`src/rtl/credit_rx_buffer_if.sv`:
```
// ---------------------------------------------------------------------------
// credit_rx_buffer_if
// Link-side and consumer-side signals of the credit-based receive buffer.
//   datain    [DATA_W]  incoming flit from the upstream link
//   in_valid            flit on datain is valid this cycle (no backpressure)
//   co                  credit return pulse, one per dequeued flit
//   dataout   [DATA_W]  head-of-FIFO flit (first-word fall-through)
//   out_valid           buffer non-empty
//   out_ready           consumer accepts dataout this cycle
//   occupancy [PTR_W+1] number of stored flits, 0..DEPTH
//   overflow            sticky: a flit arrived while full with no pop
// Optional (CREDIT_RX_STATS_EN defined):
//   rx_count  [16]      accepted pushes, saturating
//   drop_count[8]       dropped flits, saturating
// master: upstream sender / consumer side. slave: the buffer.
// ---------------------------------------------------------------------------
interface credit_rx_buffer_if #(
  parameter int DATA_W = 20,
  parameter int PTR_W  = 2
);
  logic [DATA_W-1:0] datain;
  logic              in_valid;
  logic              co;
  logic [DATA_W-1:0] dataout;
  logic              out_valid;
  logic              out_ready;
  logic [PTR_W:0]    occupancy;
  logic              overflow;
`ifdef CREDIT_RX_STATS_EN
  logic [15:0]       rx_count;
  logic [7:0]        drop_count;
`endif

  modport master (
    output datain, in_valid, out_ready,
    input  co, dataout, out_valid, occupancy, overflow
`ifdef CREDIT_RX_STATS_EN
    , input rx_count, drop_count
`endif
  );

  modport slave (
    input  datain, in_valid, out_ready,
    output co, dataout, out_valid, occupancy, overflow
`ifdef CREDIT_RX_STATS_EN
    , output rx_count, drop_count
`endif
  );
endinterface

```
`src/rtl/credit_rx_buffer.sv`:
```
// ---------------------------------------------------------------------------
// credit_rx_buffer
// Receive-side DEPTH-entry FIFO for one NoC link, downstream end of the
// credit flow control. Every dequeued flit returns one registered credit
// pulse on co, so the sender's credit counter tracks free buffer slots.
// Ports:
//   clk   clock, rising edge
//   RST   asynchronous active-high reset
//   link  credit_rx_buffer_if.slave (datain/in_valid in, dataout/out_valid/
//         out_ready consumer handshake, co, occupancy, overflow)
// Optional feature macro: CREDIT_RX_STATS_EN adds saturating rx_count and
// drop_count statistics to the interface.
// ---------------------------------------------------------------------------
module credit_rx_buffer #(
  parameter int DATA_W = 20,
  parameter int DEPTH  = 4,
  parameter int PTR_W  = 2
) (
  input  logic clk,
  input  logic RST,
  credit_rx_buffer_if.slave link
);

  localparam logic [PTR_W:0] FULL_CNT = DEPTH[PTR_W:0];

  logic [DATA_W-1:0] mem_q [DEPTH];
  logic [PTR_W-1:0]  wr_ptr_q, wr_ptr_d;
  logic [PTR_W-1:0]  rd_ptr_q, rd_ptr_d;
  logic [PTR_W:0]    count_q,  count_d;
  logic              co_q,     co_d;
  logic              overflow_q, overflow_d;
  logic              push, pop, drop, full, empty;

`ifdef CREDIT_RX_STATS_EN
  logic [15:0] rx_cnt_q,   rx_cnt_d;
  logic [7:0]  drop_cnt_q, drop_cnt_d;

  function automatic logic [15:0] sat_inc16(input logic [15:0] v);
    return (v == 16'hFFFF) ? v : v + 16'd1;
  endfunction

  function automatic logic [7:0] sat_inc8(input logic [7:0] v);
    return (v == 8'hFF) ? v : v + 8'd1;
  endfunction
`endif

  assign full  = (count_q == FULL_CNT);
  assign empty = (count_q == '0);
  // out_ready is meaningless while empty.
  assign pop   = !empty && link.out_ready;
  // A pop in the same cycle frees the slot the incoming flit needs.
  assign push  = link.in_valid && (!full || pop);
  assign drop  = link.in_valid && full && !pop;

  always_comb begin
    wr_ptr_d   = wr_ptr_q;
    rd_ptr_d   = rd_ptr_q;
    count_d    = count_q;
    overflow_d = overflow_q;
    co_d       = pop;
    if (push) wr_ptr_d = wr_ptr_q + 1'b1;
    if (pop)  rd_ptr_d = rd_ptr_q + 1'b1;
    if (push && !pop)      count_d = count_q + 1'b1;
    else if (pop && !push) count_d = count_q - 1'b1;
    if (drop) overflow_d = 1'b1;
  end

`ifdef CREDIT_RX_STATS_EN
  always_comb begin
    rx_cnt_d   = rx_cnt_q;
    drop_cnt_d = drop_cnt_q;
    if (push) rx_cnt_d   = sat_inc16(rx_cnt_q);
    if (drop) drop_cnt_d = sat_inc8(drop_cnt_q);
  end
`endif

  // Control state: reset cancels stored flits and any pending credit pulse.
  always_ff @(posedge clk or posedge RST) begin
    if (RST) begin
      wr_ptr_q   <= '0;
      rd_ptr_q   <= '0;
      count_q    <= '0;
      co_q       <= 1'b0;
      overflow_q <= 1'b0;
`ifdef CREDIT_RX_STATS_EN
      rx_cnt_q   <= '0;
      drop_cnt_q <= '0;
`endif
    end else begin
      wr_ptr_q   <= wr_ptr_d;
      rd_ptr_q   <= rd_ptr_d;
      count_q    <= count_d;
      co_q       <= co_d;
      overflow_q <= overflow_d;
`ifdef CREDIT_RX_STATS_EN
      rx_cnt_q   <= rx_cnt_d;
      drop_cnt_q <= drop_cnt_d;
`endif
    end
  end

  // Flit storage: data only, never reset.
  always_ff @(posedge clk) begin
    if (push) mem_q[wr_ptr_q] <= link.datain;
  end

  // Gate the head read so stale memory never shows while empty.
  assign link.dataout   = empty ? '0 : mem_q[rd_ptr_q];
  assign link.out_valid = !empty;
  assign link.occupancy = count_q;
  assign link.co        = co_q;
  assign link.overflow  = overflow_q;
`ifdef CREDIT_RX_STATS_EN
  assign link.rx_count   = rx_cnt_q;
  assign link.drop_count = drop_cnt_q;
`endif

endmodule

```
`src/flat_wrapper.sv`:
```
// flat-port wrapper written by rule: the top's interface ports become plain ports
module credit_rx_buffer_flat 
#(
  parameter int DATA_W = 20,
  parameter int DEPTH  = 4,
  parameter int PTR_W  = 2
)
  (clk, RST, link_datain, link_in_valid, link_out_ready, link_co, link_dataout, link_out_valid, link_occupancy, link_overflow);
  credit_rx_buffer_if #(.DATA_W(DATA_W), .PTR_W(PTR_W)) link_i ();
  input  logic clk;
  input  logic RST;
  input wire logic [$bits(link_i.datain)-1:0] link_datain;
  input wire logic [$bits(link_i.in_valid)-1:0] link_in_valid;
  input wire logic [$bits(link_i.out_ready)-1:0] link_out_ready;
  output wire logic [$bits(link_i.co)-1:0] link_co;
  output wire logic [$bits(link_i.dataout)-1:0] link_dataout;
  output wire logic [$bits(link_i.out_valid)-1:0] link_out_valid;
  output wire logic [$bits(link_i.occupancy)-1:0] link_occupancy;
  output wire logic [$bits(link_i.overflow)-1:0] link_overflow;
  assign link_i.datain = link_datain;
  assign link_i.in_valid = link_in_valid;
  assign link_i.out_ready = link_out_ready;
  assign link_co = link_i.co;
  assign link_dataout = link_i.dataout;
  assign link_out_valid = link_i.out_valid;
  assign link_occupancy = link_i.occupancy;
  assign link_overflow = link_i.overflow;
  credit_rx_buffer #(.DATA_W(DATA_W), .DEPTH(DEPTH), .PTR_W(PTR_W)) u_core (.clk(clk), .RST(RST), .link(link_i));
endmodule
```
`config.mk`:
```
export PLATFORM = sky130hd
export DESIGN_NAME = credit_rx_buffer_flat
export DESIGN_NICKNAME = d
export VERILOG_FILES = /design/src/rtl/credit_rx_buffer_if.sv /design/src/rtl/credit_rx_buffer.sv /design/src/flat_wrapper.sv
export SDC_FILE = /design/constraint.sdc
export NUM_CORES = 1
export LEC_CHECK = 0
export CORE_UTILIZATION = 30
export DETAILED_ROUTE_END_ITERATION = 10
export PLACE_DENSITY = 0.46
export RECOVER_POWER = 50
export SLEW_MARGIN = 10
export SYNTH_ARGS = -nofsm -noshare
export SYNTH_HDL_FRONTEND = slang
export SYNTH_SLANG_ARGS = --single-unit
export TNS_END_PERCENT = 5
```
`constraint.sdc`:
```
create_clock -name clk -period 2.4 [get_ports clk]
set_input_delay 0.48 -clock clk [delete_from_list [all_inputs] [get_ports clk]]
set_output_delay 0.48 -clock clk [all_outputs]
set_load 0.01 [all_outputs]
```
Word level (Yosys, flattened, before mapping)
Memory sizes are Yosys's and may differ from the RTL's.
Cells that the tools add are included.
{"block": "word_totals", "register_bits": 9, "inputBits": 24, "ram_bits": 80, "elab_cells": 29, "memories": 1, "output_inout_bits": 26}
{"block": "op_classes", "addsub": 4, "mux": 5, "n_eq_ne": 1, "reduce_logical": 13}
{"name": "u_core.mem_q", "depth": 4, "word_bits": 20, "read_ports": 1, "rd_clocked_by_memory_dff": 0, "write_ports": 1, "line": "credit_rx_buffer.sv:26", "text": "logic [DATA_W-1:0] mem_q [DEPTH];"}
{"cell": "two-way mux 20 bit", "count": 1}
{"cell": "logical AND 1 bit", "count": 6}
{"cell": "two-way mux 3 bit", "count": 2}
{"cell": "adder 2 x 1 -> 2 bit, second input constant", "count": 2}
{"cell": "logical NOT 1 bit", "count": 4}
{"cell": "adder 3 x 1 -> 3 bit, second input constant", "count": 1}
{"cell": "equality test 3 bit, second input constant", "count": 1}
{"cell": "logical NOT 3 bit", "count": 1}
{"cell": "subtractor 3 x 1 -> 3 bit, second input constant", "count": 1}
{"cell": "two-way mux 1 bit", "count": 2}
{"cell": "nonzero test 2 bit", "count": 1}
{"cell": "logical OR 1 bit", "count": 1}

Logic depth before layout (Yosys ltp)
{"block": "logic_depth", "ltp_word": 9, "ltp_mapped": 9, "ltp_nobuf": 9}

Worst setup path before layout
No wires, ideal clock.
{"block": "synth_path", "path_type": "register to register", "startpoint": "register u_core.count_q[0], in the netlist u_core.link.occupancy[0]", "endpoint": "register u_core.count_q[2], in the netlist u_core.link.occupancy[2]", "required_ps": 2321, "setup_slack_ps": 240, "n_path_buf": 0, "stages_incl_launch_ff": 10, "synth_period_minus_slack_ps": 2160, "setup_time_ps": 79, "t_arrival_ps": 2080, "cell_sequence": "dfrtp_1 or3_4 and2_4 inv_1 ha_1 inv_1 fa_1 xor2_1 nor2_1 xor2_1"}
{"block": "synth_between", "elab_chain_cells": 8, "elab_cells_between_ends": 16, "classes_between": "2 x add/sub; 1 x eq/ne; 2 x mux; 11 x reduce/logical"}
{"element": "from (decl)", "line": "credit_rx_buffer.sv:29", "text": "logic [PTR_W:0] count_q, count_d;"}
{"element": "from (signal assigned)", "line": "credit_rx_buffer.sv:92", "text": "count_q <= count_d;"}
{"element": "logical NOT 3 bit *", "line": "credit_rx_buffer.sv:48", "text": "assign empty = (count_q == '0);"}
{"element": "logical NOT 1 bit *", "line": "credit_rx_buffer.sv:50", "text": "assign pop = !empty && link.out_ready;"}
{"element": "logical AND 1 bit *", "line": "credit_rx_buffer.sv:50"}
{"element": "named net u_core.co_d", "line": "credit_rx_buffer.sv:30", "text": "logic co_q, co_d;"}
{"element": "logical OR 1 bit", "line": "credit_rx_buffer.sv:52", "text": "assign push = link.in_valid && (!full || pop);"}
{"element": "logical AND 1 bit", "line": "credit_rx_buffer.sv:52"}
{"element": "logical NOT 1 bit", "line": "credit_rx_buffer.sv:64", "text": "else if (pop && !push) count_d = count_q - 1'b1;"}
{"element": "logical AND 1 bit", "line": "credit_rx_buffer.sv:64"}
{"element": "nonzero test 2 bit (no source line)"}
Mark *: on every way through the listed nets, which the timed path passes. The rest lies on a longest branch. The select of a mux whose other input is x is not followed.
A chain may end at the register's enable or synchronous reset.

Worst setup path after layout
{"block": "layout_path", "startpoint": "register u_core.rd_ptr_q[0]", "endpoint": "output port link_dataout[10]"}
{"block": "layout_between", "elab_chain_cells": 2}
{"element": "from (decl)", "line": "credit_rx_buffer.sv:28", "text": "logic [PTR_W-1:0] rd_ptr_q, rd_ptr_d;"}
{"element": "from (signal assigned)", "line": "credit_rx_buffer.sv:91", "text": "rd_ptr_q <= rd_ptr_d;"}
{"element": "memory read (4 x 20 bit)"}
{"element": "two-way mux 20 bit", "line": "credit_rx_buffer.sv:108", "text": "assign link.dataout = empty ? '0 : mem_q[rd_ptr_q];"}
{"element": "to (decl)", "line": "flat_wrapper.sv:16", "text": "output wire logic [$bits(link_i.dataout)-1:0] link_dataout;"}
Every way passes these cells.

==> results.py <==
metrics = {
    "outcome": {
        "status": "complete, but fails checks",
        "violations": "negative setup slack",
    },
    "sta": {
        "clock_skew_ns": 0.00716,
        "final-setup-viol-count": 4,
        "layout_setup_ws_ns": -0.0401,
        "layout_min_cycle_time_ns": 2.44,
        "period_share_pct": 102,
        "rsz0062_at_grt": "yes",
        "worst_pin_slew_ns": 0.388,
        "maxSlewHeadroom_pct": 73.7,
        "drv_slew": 0,
        "max_freq_ghz": 0.410,
        "hold_violations": 0,
    },
    "power_and_ir_drop": {
        "vdd_ir_drop_max_mv": 0.477,
        "pwr_density_cell_mw_per_mm2": 1240,
        "design_power_total_mw": 5.74,
        "leakage_nw": 1.64,
    },
    "global_routing": {
        "grt_pass1_vias": 1821,
        "antenna_found_initial": 0,
        "grt_util_all_layers_pct": 11.6,
        "grt-ovfl-total": 0,
        "grt_pass1_wl_um": 9930,
        "grt_max_degree": 23,
    },
    "detailed_routing": {
        "ant_nets": 0,
        "drt_first_pass_iters": 4,
        "wl_per_cell_um": 16.7,
        "wl_um": 6460,
        "num_vias": 1711,
        "drc": 0,
        "drt_iter0_markers": 46,
        "via_per_inst": 4.42,
    },
    "cells_and_area": {
        "drive_gt1_share_pct": 24.2,
        "syn_to_final_growth_pct": 31.3,
        "final_nets": 269,
        "fillers": 1068,
        "antenna_cells": 0,
    },
    "worst_setup_path": {
        "worstPathRequired_ns": 1.92,
        "reg2reg_depth": 7,
        "critical_path_arrival_ns": 1.96,
        "cp-start-kind": "flop",
        "path_max_fanout": 5,
        "crit_type": "reg -> out",
        "end_kind": "primary output",
        "ff2ff_setup_slack_ns": 0.21,
    },
    "floorplan": {
        "initial_utilization_pct": 30.8,
        "die-area_mm2": 0.0122,
        "ios": 50,
        "die_x_um": 110,
        "die_h_um": 110,
        "fp-row-count": 39,
        "core-area_mm2": 0.0114,
    },
    "clock_network": {
        "cts_tree": "done",
        "clk_pin_slew_ns": 0.06,
        "clkSinkCount": 89,
        "cts_made_buffers": 9,
        "clockBufferDepth": 2,
        "ctsRootBufferMaster": "clkbuf_16",
        "clk-insertion-delay-late_ns": 0.33,
        "htree_levels": 3,
    },
    "logic_synthesis": {
        "syn_avg_cell_area_um2": 21.2,
        "synth.net_count": 196,
        "ys_seq_area_share_pct": 74.7,
        "synth_warnings": 0,
        "synth-seq-cells": 89,
        "synth_cells": 166,
        "synthDistinctLibCells": 22,
        "synth.cell_area_mm2": 0.00352,
    },
    "placement": {
        "io_buffers": 49,
        "place_ws_ns": 0.0120,
        "dp_hpwl_um": 3980,
        "gp_congestion": 0.666,
    },
    "flow_run": {
        "maxCapViolCount": 0,
    },
    "hold_path": {
        "hp-class": "reg -> reg",
        "min_path_cells": 1,
    },
}
worst max-delay path, stage by stage (launching register included):
cell and delay (ns):
dfrtp_2 0.41, bufbuf_16 0.28, mux4_2 0.50, and2_1 0.17, dlygate4sd2_1 0.27
per-stage QoR:
step	utilization, %	setup TNS (ns)	std cells	cell area [um2]	hold slack (ns)
floorplan	-	0	166	3520	0.308
global placement	37.8	0	368	4320	0.461
detailed placement	37.8	0	368	4320	0.444
CTS	41.1	-0.196	388	4700	0.420
global route	40.4	-0.528	387	4620	0.487
finish	40.4	-0.126	387	4620	0.450
kinds of logic after synthesis:
logic type	Yosys count	share of synthesized area, %
AOI/OAI and AO/OA	1	0.213
xor gates and xnor gates	6	1.49
adders and majority gates	6	2.35
buffers and inverters	12	1.81
DFF	89	74.7
muxes	22	13.8
and+or+nand+nor	30	5.69
path summary, 6_finish.rpt:
kind | startpoint | to
worst max-delay path | u_core.rd_ptr_q[0] | link_dataout[10]
worst min-delay path | u_core.link.overflow | u_core.link.overflow
worst max register to register | u_core.link.occupancy[0] | u_core.link.occupancy[1]
worst min register to register | u_core.link.overflow | u_core.link.overflow
max in group asynchronous | RST | u_core.rd_ptr_q[0]
min in group asynchronous | RST | u_core.link.occupancy[2]
cell usage after synthesis:
library cell / count / area (um2)
fa_1: 1 / 20.0
and2_4: 1 / 8.76
a21o_1: 1 / 7.51
buf_2: 3 / 15.0
mux2_4: 1 / 15.0
mux4_1: 2 / 52.6
inv_1: 5 / 18.8
nor4b_2: 1 / 15.0
clkbuf_1: 2 / 7.51
nor2_1: 1 / 3.75
buf_6: 2 / 22.5
xnor2_1: 4 / 35.0
nand3_1: 1 / 5.00
mux4_2: 18 / 405
nor2b_1: 1 / 6.26
mux2_2: 1 / 11.3
and2_1: 24 / 150
dfrtp_1: 9 / 225
ha_1: 5 / 62.6
xor2_1: 2 / 17.5
edfxtp_1: 80 / 2400
or3_4: 1 / 11.3
per-layer routing:
layer / vias to the layer above / part of all wire [%] / global-route usage (%)
li1: 798 / - / -
met1: 870 / 45 / 14.5
met2: 33 / 50 / 19.2
met3: 10 / 3.1 / 2.18
met4: 0 / 1.5 / 5.92
met5: - / 0 / 0
where the power goes:
group | switching [mW] | internal (mW) | total [mW]
Clock | 0.540 | 0.861 | 1.40
Sequential | 0.108 | 2.06 | 2.17
Combinational | 0.953 | 1.21 | 2.17
Total | 1.60 | 4.14 | 5.74
repair_timing:
item                       CTS  global route
resized for setup           38             6
setup endpoints to repair   21            21
cloned                       2             0
buffers inserted             2             0
hold buffers                 0             0
area by class of cell:
cell class / instances / area, um2 / area share (%)
Timing Repair Buffer: 69 / 679 / 14.7
Clock buffer: 13 / 260 / 5.64
Inverter: 5 / 18.8 / 0.406
Clock inverter: 3 / 40.0 / 0.867
Tap cell: 143 / 179 / 3.87
Sequential cell: 89 / 2630 / 56.9
Multi-Input combinational cell: 65 / 812 / 17.6
placed cells by master (no fill, tap or decap), types with 2 or more instances in the layout:
master	n
edfxtp_1	80
and2_1	23
dlygate4sd3_1	21
mux4_2	18
buf_4	12
clkbuf_16	9
clkdlybuf4s15_1	8
dfrtp_1	8
clkdlybuf4s50_1	7
dlygate4sd2_1	7
inv_1	5
ha_1	5
clkbuf_2	5
xnor2_1	4
clkbuf_1	4
buf_12	4
mux4_1	2
xor2_1	2
clkinv_2	2
clkbuf_8	2
buf_6	2
flip-flops by register name, indices dropped and copies added (netlist names):
signal,flops
u_core.mem_q,80
u_core.wr_ptr_q,2
u_core.link.overflow,1
u_core.link.occupancy,3
u_core.link.co,1
u_core.rd_ptr_q,2
Power figures use the tool's default switching activity.
